`src/rtl/irrq_ctrl.sv`:
```
// Read-request queue and response segmenter: buffers incoming read requests in a
// circular FIFO and splits each one into MAX_SEG-sized response segment headers.
module irrq_ctrl #(
    parameter int DEPTH   = 8,
    parameter int MAX_SEG = 256
) (
    input  logic        clock,
    input  logic        reset,
    input  logic        reqValid,
    input  logic [47:0] reqInfo,
    output logic        respValid,
    input  logic        respReady,
    output logic [7:0]  respTag,
    output logic [7:0]  respQueue,
    output logic [15:0] respAddr,
    output logic [8:0]  respLen,
    output logic        respLast,
    output logic        reqDrop,
    output logic [7:0]  dropCnt,
    output logic [4:0]  queueLevel,
    output logic        busy
);

    localparam int          PTR_W    = (DEPTH > 1) ? $clog2(DEPTH) : 1;
    localparam logic [16:0] SEG      = 17'(MAX_SEG);
    localparam logic [15:0] SEG_STEP = 16'(MAX_SEG);
    localparam logic [4:0]  LVL_FULL = 5'(DEPTH);

    typedef enum logic {IDLE, SEND} state_t;

    state_t             state;
    logic [47:0]        mem [DEPTH];
    logic [PTR_W-1:0]   wr_ptr;
    logic [PTR_W-1:0]   rd_ptr;
    logic [4:0]         level;
    logic [15:0]        remaining;

    logic [47:0]        head;
    logic               full;
    logic               empty;
    logic               pop;
    logic               push;
    logic               drop;
    logic               hs;
    logic [15:0]        rem_next;

    function automatic logic [8:0] seg_len(input logic [15:0] rem);
        if ({1'b0, rem} > SEG) return 9'(MAX_SEG);
        return rem[8:0];
    endfunction

    function automatic logic seg_last(input logic [15:0] rem);
        return ({1'b0, rem} <= SEG);
    endfunction

    assign head       = mem[rd_ptr];
    assign full       = (level == LVL_FULL);
    assign empty      = (level == 5'd0);
    // The FSM only pulls a new request while idle, so a pop frees a slot the same cycle.
    assign pop        = (state == IDLE) && !empty;
    assign push       = reqValid && (!full || pop);
    assign drop       = reqValid && full && !pop;
    assign hs         = respValid && respReady;
    assign rem_next   = remaining - SEG_STEP;
    assign queueLevel = level;

    // Storage needs no reset; only the pointers and level define valid contents.
    always_ff @(posedge clock) begin
        if (push) mem[wr_ptr] <= reqInfo;
    end

    always_ff @(posedge clock or negedge reset) begin
        if (!reset) begin
            wr_ptr  <= '0;
            rd_ptr  <= '0;
            level   <= '0;
            reqDrop <= 1'b0;
            dropCnt <= '0;
        end else begin
            reqDrop <= drop;
            if (push) wr_ptr <= wr_ptr + PTR_W'(1);
            if (pop)  rd_ptr <= rd_ptr + PTR_W'(1);
            case ({push, pop})
                2'b10:   level <= level + 5'd1;
                2'b01:   level <= level - 5'd1;
                default: level <= level;
            endcase
            if (drop && dropCnt != 8'hFF) dropCnt <= dropCnt + 8'd1;
        end
    end

    always_ff @(posedge clock or negedge reset) begin
        if (!reset) begin
            state     <= IDLE;
            busy      <= 1'b0;
            respValid <= 1'b0;
            respTag   <= '0;
            respQueue <= '0;
            respAddr  <= '0;
            respLen   <= '0;
            respLast  <= 1'b0;
            remaining <= '0;
        end else if (state == IDLE) begin
            if (pop) begin
                state     <= SEND;
                busy      <= 1'b1;
                respValid <= 1'b1;
                respTag   <= head[47:40];
                respQueue <= head[39:32];
                respAddr  <= head[31:16];
                remaining <= head[15:0];
                respLen   <= seg_len(head[15:0]);
                respLast  <= seg_last(head[15:0]);
            end
        end else if (hs) begin
            if (respLast) begin
                state     <= IDLE;
                busy      <= 1'b0;
                respValid <= 1'b0;
                respLast  <= 1'b0;
            end else begin
                // Next segment is prepared on the accepting edge, so segments stream back to back.
                respAddr  <= respAddr + SEG_STEP;
                remaining <= rem_next;
                respLen   <= seg_len(rem_next);
                respLast  <= seg_last(rem_next);
            end
        end
    end

endmodule
```
`config.mk`:
```
export PLATFORM = sky130hd
export DESIGN_NAME = irrq_ctrl
export DESIGN_NICKNAME = d
export VERILOG_FILES = /design/src/rtl/irrq_ctrl.sv
export SDC_FILE = /design/constraint.sdc
export NUM_CORES = 1
export LEC_CHECK = 0
export BUFFER_PORTS_ARGS = -buffer_cell sky130_fd_sc_hd__buf_2
export CAP_MARGIN = 0
export CORE_MARGIN = 2
export CORE_UTILIZATION = 60
export CTS_BUF_LIST = sky130_fd_sc_hd__clkbuf_8
export CTS_CLUSTER_SIZE = 24
export DETAILED_ROUTE_END_ITERATION = 10
export PLACE_DENSITY = 0.79
export RECOVER_POWER = 100
export SETUP_SLACK_MARGIN = 0.05
export SYNTH_ARGS = -nofsm -noshare
export SYNTH_HDL_FRONTEND = slang
export SYNTH_SLANG_ARGS = --single-unit
```
`constraint.sdc`:
```
create_clock -name clock -period 10.3 [get_ports clock]
set_input_delay 1.03 -clock clock [delete_from_list [all_inputs] [get_ports clock]]
set_output_delay 1.03 -clock clock [all_outputs]
set_load 0.02 [all_outputs]
```
==> key figures, run 1 <==
Logic synthesis
  – Unique cell type count in the Yosys netlist: 52
  – Syn Nets: 1064
  – Post-Syn Area: 18100 sq um
  – Share of synthesized registers carrying an async set or reset: 0.172
  – Synth Instances: 1000
  – Avg Inst Size Synth: 18.1 sq um
  – Seq/Total Area, Yosys: 0.746
  – Mux cell area share after synthesis: 0.132
  – Post-Synth Adder-Cell Area: 0.00869
  – Post-synthesis compound-gate area fraction: 0.0340
  – Simple logic cell fraction of the synthesized area: 0.0566
  – Top FF cell, synth: edfxtp_1
  – Post-synth EDFFs: 384
  – #FFs+latches synth: 464
  – Largest family of logic cells by synthesized area: multiplexers
  – XOR/XNOR Fraction of Synth Area: 0.00821
  – Synth Warn #: 0

Floorplanning
  – Height of the die: 178 microns
  – Initial Utilization: 0.610
  – Row count: 63
  – Core area: 29700 sq um
  – Ports: 110
  – Die footprint: 31600 sq um
  – Die X: 178 microns

STA
  – Worst-Margin Slew: 4.34 ns
  – Final setup violation count: 0
  – Slew margin rel.: -1.89
  – Final slew viol count: 599
  – Final WS setup: 4.43 ns
  – RSZ-0062 raised after global routing: no
  – Min cycle time layout: 5.87 ns
  – Tcrit/Tclk final: 0.570
  – Hold Violations, Final: 0
  – Max Clk Rate: 170 MHz
  – Clock Skew: 0.0331 ns
  – TNS Setup: 0 ns

Setup path
  – WP data arrival: 6.37 ns
  – Critical Path, Cell by Cell: clkbuf_1 -> nor2b_1 -> a22oi_1 -> nor2_1 -> o221ai_1 -> or4_1 -> a21oi_1
  – Internal reg-to-reg setup slack: 4.43 ns
  – Slowest CP cell: clkbuf_1
  – CP Launch Point: rd_ptr[0]
  – Worst Path Max Fanout: 54
  – Setup CP Type: register to register
  – CP Capture Type: register
  – Max incr delay on CP: 2.98 ns
  – Worst flop-to-flop path startpoint: rd_ptr[0]
  – Worst Path Required: 10.80 ns
  – CP startpoint kind: register

Pwr
  – VDD IR-drop max: 0.209 mV
  – Power Dens Cells: 272 nW/um^2
  – Cell leakage power: 0.00701 uW

Job
  – Max-capacitance violation count: 12

Clock network
  – Inserted Clock Buffers: 73
  – Clock Tree Root: clkbuf_8
  – Post_cts resized: 0
  – H-Tree Depth: 3
  – Longest Clk Path Bufs: 3
  – Hold_buf cts: 0
  – Skew-Pair Late Insertion Delay: 0.59 ns
  – Post-CTS setup buffers: 0
  – CTS sink count: 464
  – CTS tree: yes
  – Clk slew on worst S/H paths: 0.06 ns

Global routing
  – Gr usage total: 0.245
  – Largest net degree at the start of global routing: 73
  – Grt ovf: 0
  – Vias in the first global route: 9934
  – First-pass GRT wire length: 57100 microns
  – Initial antenna violation count: 4

Place
  – DP Wirelength: 19700 microns
  – Number of port buffers: 109
  – Final RePlAce weighted congestion: 0.867
  – Setup Slack @ Placement: 6.70 ns

Final layout
  – Commonest non-fill, non-tap cell in the layout: edfxtp_1
  – Final net count: 1212
  – Area added between synthesis and finish: 12.2%
  – Final Util: 0.685
  – Share of cells above drive strength 1: 0.165
  – Most frequent cells in the layout: 384 x edfxtp_1, 119 x clkbuf_1, 97 x nand2_1, 86 x mux4_2, 85 x clkbuf_8

Route
  – Initial DRC Count: 926
  – DR pass1 iterations: 6
  – Vias per cell: 6.08
  – ANT nets after route: 0
  – Routed WL: 37200 microns
  – DR DRC count: 0
  – Vias after detailed routing: 9716
  – Wirelength per Cell: 23.3 microns

Outcome
  – Outcome: finished with violations
  – Failing checks: capacitance limit, slew limit

Hold path
  – Hold Path Class: input port to async pin
==> flip-flops by register name, summed over array words and instances (netlist names) <==
register / flops
mem: 384
remaining: 16
respAddr: 16
respLen: 9
dropCnt: 8
respQueue: 8
respTag: 8
queueLevel: 5
rd_ptr: 3
wr_ptr: 3
busy: 1
reqDrop: 1
respLast: 1
state: 1
==> layout make-up <==
class / instances / area, sq um
Antenna cell: 3 / 7.51
Timing Repair Buffer: 124 / 479
Clock buffer: 85 / 1170
Tap cell: 390 / 488
Clock inverter: 48 / 295
Inverter: 9 / 33.8
Fill cell: 1945 / 9360
Sequential cell: 464 / 13500
Multi-Input combinational cell: 476 / 4340
==> stage by stage <==
step	instances	instance area, sq um	hold slack, ns	total power [uW]
5_1_grt	1597	20300	0.469	5810
3_3_place_gp	1463	19100	0.477	4000
4_1_cts	1596	20600	0.256	5580
6_report	1599	20400	0.434	5530
2_1_floorplan	1000	18100	0.493	3620
3_5_place_dp	1463	19100	0.487	4050
==> final timing paths <==
check                               end  cells past startpoint
max                          respLen[3]                      7
min                        remaining[1]                      1
max reg2reg                  respLen[3]                      7
min reg2reg                  dropCnt[7]                      1
max in group asynchronous     rd_ptr[0]                      2
min in group clock           dropCnt[7]                      1
==> kinds of logic (layout without fill, tap and decap cells) <==
| logic type | count (synthesis) | count (layout) |
|---|---|---|
| AND/OR/NAND/NOR | 228 | 228 |
| buffers and inverters | 60 | 266 |
| other | 0 | 3 |
| AO/OA/AOI/OAI | 100 | 100 |
| adder cells (fa/ha/maj) | 12 | 12 |
| multiplexers | 119 | 119 |
| flip-flops | 464 | 464 |
| XOR/XNOR | 17 | 17 |
==> report_power, final <==
group / leakage, uW / internal, uW / switching [uW]
clock network: 0.000852 / 833 / 694
logic: 0.00171 / 584 / 756
registers: 0.00445 / 2420 / 250
total: 0.00701 / 3830 / 1700
==> cell usage after synthesis, types with 2 or more instances <==
cell,number,share of area
xnor2_1,10,0.0048
nor4_1,3,0.0010
ha_1,11,0.0076
mux4_2,86,0.11
a221oi_1,7,0.0034
o21ai_0,16,0.0044
clkbuf_1,22,0.0046
buf_2,19,0.0052
nand3_1,16,0.0044
nor2b_1,2,0.00069
a221o_1,2,0.0011
nor3b_1,4,0.0017
or4_1,9,0.0037
mux2_2,4,0.0025
a21o_1,2,0.00083
edfxtp_1,384,0.64
a31oi_1,25,0.0086
nor4b_1,3,0.0014
dfrtp_1,80,0.11
xor2_1,7,0.0034
and3_1,6,0.0021
nand2_1,97,0.020
a21oi_1,36,0.0099
and2_1,3,0.0010
inv_1,8,0.0017
nand4_1,7,0.0024
mux2i_1,22,0.012
and2_0,3,0.0010
nor2_1,62,0.013
mux4_1,7,0.010
buf_1,5,0.0010
buf_4,4,0.0017
nor3_1,9,0.0025
==> metal layers <==
| layer | GRT usage | share of wire | vias to the layer above |
|---|---|---|---|
| li1 | - | - | 4272 |
| met1 | 0.345 | 0.41 | 4975 |
| met2 | 0.383 | 0.49 | 399 |
| met3 | 0.0611 | 0.085 | 68 |
| met4 | 0.0792 | 0.021 | 2 |
| met5 | 0 | 0.00030 | - |
==> critical path, delay by kind of cell, from the launching register on <==
kind	cells	cell delay (ns)
flops	1	1.05
simple gates	3	1.12
compound gates	3	0.65
buf+inv	1	2.98
Power figures use the tool's default switching activity.
==> run 2: changes to the inputs <==
Settings changed: CORE_UTILIZATION 60 to 57, PLACE_DENSITY 0.79 to 0.78.
Clock period 10.3 ns to 5.1 ns, I/O delays scaled along.
==> run 2 against run 1 <==
The run still ends with capacitance limit, slew limit left. First-iteration DRC count shrank 12%. Non-clock buffer count grew 2. Critical path depth shrank 1. Power grew 98%. Global-route usage shrank 1.6 points. Count of clock-buffer cells in the layout grew 1. Clock skew shrank 0.0030 ns. Clock power grew 92%. Final cell count grew 0.75%. Sequential share of layout area is essentially flat. Final area is essentially flat. Critical path type unchanged. Largest cell class unchanged.
==> key figures, run 2 (synthesis results as in run 1) <==
Outcome
  – Outcome: finished with violations (unchanged)
  – Failing checks: capacitance limit, slew limit (unchanged)

Pwr
  – Sequential power share: 0.494 (was 0.482)
  – Internal power: 7540 uW (was 3830 uW)
  – Cell leakage power: 0.00703 uW (was 0.00701 uW)
  – Power Dens Cells: 538 nW/um^2 (was 272 nW/um^2)
  – Sw Ratio: 0.311 (was 0.307)
  – Sw power: 3400 uW (was 1700 uW)
  – Clk pwr share: 0.267 (was 0.276)
  – Comb power frac: 0.239 (was 0.242)
  – VDD IR-drop max: 0.320 mV (was 0.209 mV)

Clock network
  – Hold_buf cts: 0 (unchanged)
  – CTS tree: yes (unchanged)
  – Clock Tree Root: clkbuf_8 (unchanged)
  – Skew-Pair Late Insertion Delay: 0.60 ns (was 0.59 ns)
  – Post-CTS setup buffers: 0 (unchanged)
  – CTS sink count: 464 (unchanged)
  – Longest Clk Path Bufs: 3 (unchanged)
  – Post_cts resized: 0 (unchanged)
  – Clk slew on worst S/H paths: 0.06 ns (about the same)
  – Inserted Clock Buffers: 72 (was 73)
  – H-Tree Depth: 3 (unchanged)

STA
  – Hold Violations, Final: 0 (unchanged)
  – Worst-Margin Slew: 3.63 ns (was 4.34 ns)
  – Clock Skew: 0.0301 ns (was 0.0331 ns)
  – Max Clk Rate: 253 MHz (was 170 MHz)
  – Slew margin rel.: -1.42 (was -1.89)
  – Min cycle time layout: 3.95 ns (was 5.87 ns)
  – RSZ-0062 raised after global routing: no (unchanged)
  – Final WS setup: 1.15 ns (was 4.43 ns)
  – Final setup violation count: 0 (unchanged)
  – TNS Setup: 0 ns (unchanged)
  – Final slew viol count: 587 (was 599)
  – Tcrit/Tclk final: 0.774 (was 0.570)

Final layout
  – Share of cells above drive strength 1: 0.174 (was 0.165)
  – Most frequent cells in the layout: 384 x edfxtp_1, 109 x clkbuf_1, 97 x nand2_1, 86 x mux4_2, 86 x clkbuf_8 (was 384 x edfxtp_1, 119 x clkbuf_1, 97 x nand2_1, 86 x mux4_2, 85 x clkbuf_8)
  – Final net count: 1213 (was 1212)
  – Area added between synthesis and finish: 12.1% (was 12.2%)
  – Top flop regs: mem (384), remaining (16), respAddr (16) (unchanged)
  – Reg with most FFs: mem (unchanged)
  – Commonest non-fill, non-tap cell in the layout: edfxtp_1 (unchanged)
  – Max FFs per register: 384 (unchanged)

Floorplanning
  – Initial Utilization: 0.576 (was 0.610)
  – Die footprint: 33300 sq um (was 31600 sq um)
  – Die X: 182 microns (was 178 microns)
  – Row count: 65 (was 63)
  – Ports: 110 (unchanged)
  – Core area: 31500 sq um (was 29700 sq um)
  – Height of the die: 182 microns (was 178 microns)

Route
  – DR pass1 iterations: 5 (was 6)
  – Top Layer Used: met4 (was met5)
  – Wirelength per Cell: 22.9 microns (was 23.3 microns)
  – DR DRC count: 0 (unchanged)
  – Initial DRC Count: 815 (was 926)
  – DR WL met2: 18000 microns (was 18100 microns)
  – Vias after detailed routing: 9721 (was 9716)
  – ANT nets after route: 0 (unchanged)
  – M1 WL: 15100 microns (about the same)
  – Routed WL: 36900 microns (was 37200 microns)
  – Vias per cell: 6.03 (was 6.08)
  – Wire length on met3: 2900 microns (was 3180 microns)

Global routing
  – Gr usage total: 0.229 (was 0.245)
  – Vias in the first global route: 10016 (was 9934)
  – First-pass GRT wire length: 57000 microns (was 57100 microns)
  – Grt ovf: 0 (unchanged)
  – Largest net degree at the start of global routing: 75 (was 73)
  – Initial antenna violation count: 1 (was 4)

Setup path
  – Setup CP Type: register to register (unchanged)
  – Worst Path Required: 5.62 ns (was 10.80 ns)
  – Internal reg-to-reg setup slack: 1.15 ns (was 4.43 ns)
  – CP startpoint kind: register (unchanged)
  – CP Capture Type: register (unchanged)
  – Worst Path Max Fanout: 60 (was 54)
  – WP data arrival: 4.46 ns (was 6.37 ns)

Place
  – DP Wirelength: 19000 microns (was 19700 microns)
  – Number of port buffers: 109 (unchanged)
  – Final RePlAce weighted congestion: 0.838 (was 0.867)
  – Setup Slack @ Placement: 1.80 ns (was 6.70 ns)

Hold path
  – Hold Path Class: input port to register (was input port to async pin)

Job
  – Max-capacitance violation count: 11 (was 12)
-- run 2: cell count changes in the layout (fill, tap and decap cells not counted), moves of 2 or more --
cell,delta
diode_2,-2
clkbuf_2,+10
buf_4,+2
bufinv_16,-3
clkbuf_1,-10
inv_1,+3
-- run 2: worst paths after layout --
check                      startpoint           end  cells after the start
min reg2reg                dropCnt[6]    dropCnt[6]                      1
max in group asynchronous       reset   respAddr[9]                      1
max reg2reg                 rd_ptr[0]    respLen[0]                      6
max                         rd_ptr[0]    respLen[0]                      6
min                         respReady          busy                      4
min in group asynchronous       reset  remaining[0]                      1
-- run 2: area by class of cell --
class                   count  area, sq um
diodes                      1         2.50
clock buffers              86         1180
clock inverters            47          209
fillers                  2168        11100
inverters                   9         33.8
multi-input cells         476         4360
flip-flops and latches    464        13500
well taps                 402          503
repair buffers            126          507
-- run 2: per-stage QoR --
stage	hold WS, ns	util	cell area (sq um)	std cells	total power, uW
finish	0.235	0.646	20300	1611	10900
global route	0.247	0.646	20300	1610	11500
CTS	0.0362	0.653	20500	1610	11100
detailed placement	0.487	0.609	19200	1477	8170
global placement	0.477	0.609	19200	1477	8080
floorplan	0.214	-	18200	1000	7310
-- run 2: metal layers --
layer | vias to the layer above | GRT usage
li1 | 4272 | -
met1 | 4952 | 0.314
met2 | 416 | 0.371
met3 | 81 | 0.0487
met4 | 0 | 0.0816
met5 | - | 0
-- run 2: power groups by stage --
stage | sequential [uW] | combinational, uW | clock [uW]
after floorplan | 5360 | 1950 | 0
after global placement | 5430 | 2650 | 0
after detailed placement | 5470 | 2710 | 0
after CTS | 5400 | 2720 | 2990
after global routing | 5500 | 2850 | 3150
final | 5400 | 2610 | 2930
-- run 2: critical path, cell delays in order (launching register included) --
cell and delay [ns]:
dfrtp_2 1.66, mux4_1 0.69, mux2_1 0.33, nor2b_1 0.17, o221ai_2 0.23, or4_1 0.56
a21oi_1 0.18
==> run 3: changes to the inputs <==
Settings changed: ABC_AREA set to 1, CORE_UTILIZATION 57 to 60, PLACE_DENSITY 0.78 to 0.79.
Clock period 5.1 ns to 4 ns, I/O delays scaled along.
==> run 3 against run 2 <==
The flow still finishes with violations (capacitance limit, slew limit). Synthesized area is 4.1% higher. Power rose by 44%. First-iteration DRC count increased by 75%.
==> key figures, run 3 <==
Outcome
  – Outcome: finished with violations (unchanged)
  – Failing checks: capacitance limit, slew limit (unchanged)

Clock network
  – Longest Clk Path Bufs: 3 (unchanged)
  – H-Tree Depth: 3 (unchanged)
  – Clk slew on worst S/H paths: 0.06 ns (about the same)
  – Post_cts resized: 0 (unchanged)
  – Hold_buf cts: 1 (was 0)
  – CTS tree: yes (unchanged)
  – Post-CTS setup buffers: 0 (unchanged)
  – Skew-Pair Late Insertion Delay: 0.60 ns (about the same)
  – Clock Tree Root: clkbuf_8 (unchanged)
  – Inserted Clock Buffers: 73 (was 72)
  – CTS sink count: 464 (unchanged)

Floorplanning
  – Die X: 181 microns (was 182 microns)
  – Row count: 64 (was 65)
  – Height of the die: 181 microns (was 182 microns)
  – Initial Utilization: 0.614 (was 0.576)
  – Ports: 110 (unchanged)
  – Die footprint: 32900 sq um (was 33300 sq um)
  – Core area: 30700 sq um (was 31500 sq um)

Place
  – Dpl cell area: 19800 sq um (was 19200 sq um)
  – DP Wirelength: 23200 microns (was 19000 microns)
  – Number of port buffers: 109 (unchanged)
  – Final RePlAce weighted congestion: 0.851 (was 0.838)

Setup path
  – CP startpoint kind: register (unchanged)
  – Worst Path Required: 4.19 ns (was 5.62 ns)
  – Max incr delay on CP: 0.94 ns (was 1.66 ns)
  – Worst path bufs/invs: 2 (was 0)
  – Top delay family on crit path: simple AND/OR/NAND/NOR gates (was flip-flops)
  – Slowest CP cell: clkbuf_1 (was dfrtp_2)
  – Setup CP Type: register to register (unchanged)
  – Critical Path, Cell by Cell: nand4_1 -> nand2_1 -> inv_1 -> nand2_1 -> nor2_4 -> clkbuf_1 (was mux4_1 -> mux2_1 -> nor2b_1 -> o221ai_2 -> or4_1 -> a21oi_1)
  – CP most frequent cell: nand2_1
  – Internal reg-to-reg setup slack: 0.69 ns (was 1.15 ns)
  – CP Capture Type: register (unchanged)
  – WP data arrival: 3.50 ns (was 4.46 ns)
  – Worst Path Max Fanout: 25 (was 60)

STA
  – Final setup violation count: 0 (unchanged)
  – Max Clk Rate: 302 MHz (was 253 MHz)
  – Clock Skew: 0.0305 ns (was 0.0301 ns)
  – Tcrit/Tclk final: 0.827 (was 0.774)
  – Min cycle time layout: 3.31 ns (was 3.95 ns)
  – TNS Setup: 0 ns (unchanged)
  – RSZ-0062 raised after global routing: no (unchanged)
  – Final slew viol count: 28 (was 587)
  – Slew margin rel.: -0.230 (was -1.42)
  – Hold Violations, Final: 0 (unchanged)
  – Worst-Margin Slew: 1.85 ns (was 3.63 ns)

Route
  – Routed WL: 43200 microns (was 36900 microns)
  – Vias after detailed routing: 12844 (was 9721)
  – DR pass1 iterations: 5 (unchanged)
  – Vias per cell: 5.91 (was 6.03)
  – Initial DRC Count: 1426 (was 815)
  – Wirelength per Cell: 19.9 microns (was 22.9 microns)
  – ANT nets after route: 0 (unchanged)
  – DR DRC count: 0 (unchanged)

Logic synthesis
  – Synth Warn #: 0 (unchanged)
  – Synth area leader: edfxtp_1 (unchanged)
  – Top-count cell post-synth: edfxtp_1 (unchanged)
  – Seq/Total Area, Yosys: 0.717 (was 0.746)
  – Share of synthesized registers carrying an async set or reset: 0.172 (unchanged)
  – Avg Inst Size Synth: 11.8 sq um (was 18.1 sq um)
  – Unique cell type count in the Yosys netlist: 37 (was 52)
  – Post-synth top area share: 0.611 (was 0.636)
  – Synth Instances: 1598 (was 1000)
  – Most frequent cells after synthesis: 384 x edfxtp_1, 279 x nand2_1, 221 x nor2_1 (was 384 x edfxtp_1, 97 x nand2_1, 86 x mux4_2)
  – #FFs+latches synth: 464 (unchanged)
  – Top FF cell, synth: edfxtp_1 (unchanged)
  – Post-Syn Area: 18900 sq um (was 18100 sq um)
  – Syn Nets: 1662 (was 1064)
  – Synth area leaders: edfxtp_1 61%, dfrtp_1 11%, nand2_1 5.5% (was edfxtp_1 64%, dfrtp_1 11%, mux4_2 11%)
  – Post-synth EDFFs: 384 (unchanged)

Final layout
  – Top flop regs: mem (384), remaining (16), respAddr (16) (unchanged)
  – Max FFs per register: 384 (unchanged)
  – Most frequent cells in the layout: 384 x edfxtp_1, 279 x nand2_1, 215 x nor2_1, 167 x o21ai_0, 118 x inv_1 (was 384 x edfxtp_1, 109 x clkbuf_1, 97 x nand2_1, 86 x mux4_2, 86 x clkbuf_8)
  – Reg with most FFs: mem (unchanged)
  – FF/Latch Area: 13500 sq um (about the same)
  – Post-route cell area: 21000 sq um (was 20300 sq um)
  – Fillers: 2199 (was 2168)
  – Share of cells above drive strength 1: 0.0773 (was 0.174)
  – Final net count: 1781 (was 1213)
  – Area added between synthesis and finish: 11.5% (was 12.1%)
  – Commonest non-fill, non-tap cell in the layout: edfxtp_1 (unchanged)
  – Multi-input logic area: 4580 sq um (was 4360 sq um)

Global routing
  – Vias in the first global route: 12982 (was 10016)
  – Largest net degree at the start of global routing: 99 (was 75)
  – Initial antenna violation count: 3 (was 1)
  – Grt ovf: 0 (unchanged)
  – First-pass GRT wire length: 68300 microns (was 57000 microns)
  – Gr usage total: 0.265 (was 0.229)

Pwr
  – Cell leakage power: 0.00792 uW (was 0.00703 uW)
  – Power Dens Cells: 747 nW/um^2 (was 538 nW/um^2)
  – VDD IR-drop max: 0.568 mV (was 0.320 mV)

Hold path
  – Hold Path Class: input port to register (unchanged)

Job
  – Max-capacitance violation count: 1 (was 11)
==> run 3: cell types whose count changed after synthesis, moves of 22 or more <==
cell      previous run  this run
nand2_1             97       279
nor2_1              62       221
o21ai_0             16       166
inv_1                8        97
mux4_2              86         0
nand3_1             16        82
o221ai_1             1        36
clkbuf_1            22        55
o22ai_1              1        34
o211ai_1             1        26
a31oi_1             25         3
mux2i_1             22         0
==> run 3: per-stage QoR <==
stage               std cells  utilization  hold slack [ns]  power [uW]  setup WS [ns]
finish                   2172        0.684           0.0720       15700          0.692
CTS                      2169        0.691           0.0400       15900           1.13
global route             2171        0.684            0.104       16600          0.484
floorplan                1598            -            0.104       10400          0.391
detailed placement       2037        0.645            0.464       12000           1.13
global placement         2037        0.645            0.462       11800           1.28
==> run 3: report_power, final <==
| group | internal [uW] | total, uW | switching, uW |
|---|---|---|---|
| Clock | 2000 | 3830 | 1830 |
| Sequential | 6230 | 6750 | 516 |
| Combinational | 1420 | 5150 | 3730 |
==> run 3: worst paths after layout <==
check / start / cells past startpoint / endpoint
max: state / 6 / mem[5][10]
min: reqValid / 3 / reqDrop
max reg2reg: state / 6 / mem[5][10]
min reg2reg: respQueue[2] / 2 / respQueue[2]
max in group asynchronous: reset / 3 / rd_ptr[0]
min in group asynchronous: reset / 2 / remaining[1]
==> run 3: kinds of logic after synthesis <==
family,count (synthesis),synth area share
XOR/XNOR,13,0.00603
buffers and inverters,194,0.0430
multiplexers,1,0.000596
adder cells (fa/ha/maj),12,0.00835
AO/OA/AOI/OAI,307,0.0954
flip-flops,464,0.717
AND/OR/NAND/NOR,607,0.130
==> run 3: worst min-delay path: stages <==
cell and delay [ns]:
buf_2 0.11, inv_1 0.04, nor2_1 0.06
==> run 3: area by class of cell <==
type                    count  share of cell area
inverters                 102              0.0183
repair buffers            136              0.0309
clock buffers              81              0.0530
well taps                 396              0.0235
diodes                      3            0.000357
multi-input cells         940               0.217
flip-flops and latches    464               0.643
clock inverters            50              0.0134
==> run 3: routing by layer <==
layer | up-vias | part of all wire | global-route usage
met5 | - | 0 | 0
met4 | 0 | 0.022 | 0.0972
met3 | 89 | 0.096 | 0.0564
met2 | 641 | 0.48 | 0.438
met1 | 6232 | 0.40 | 0.353
li1 | 5882 | - | -
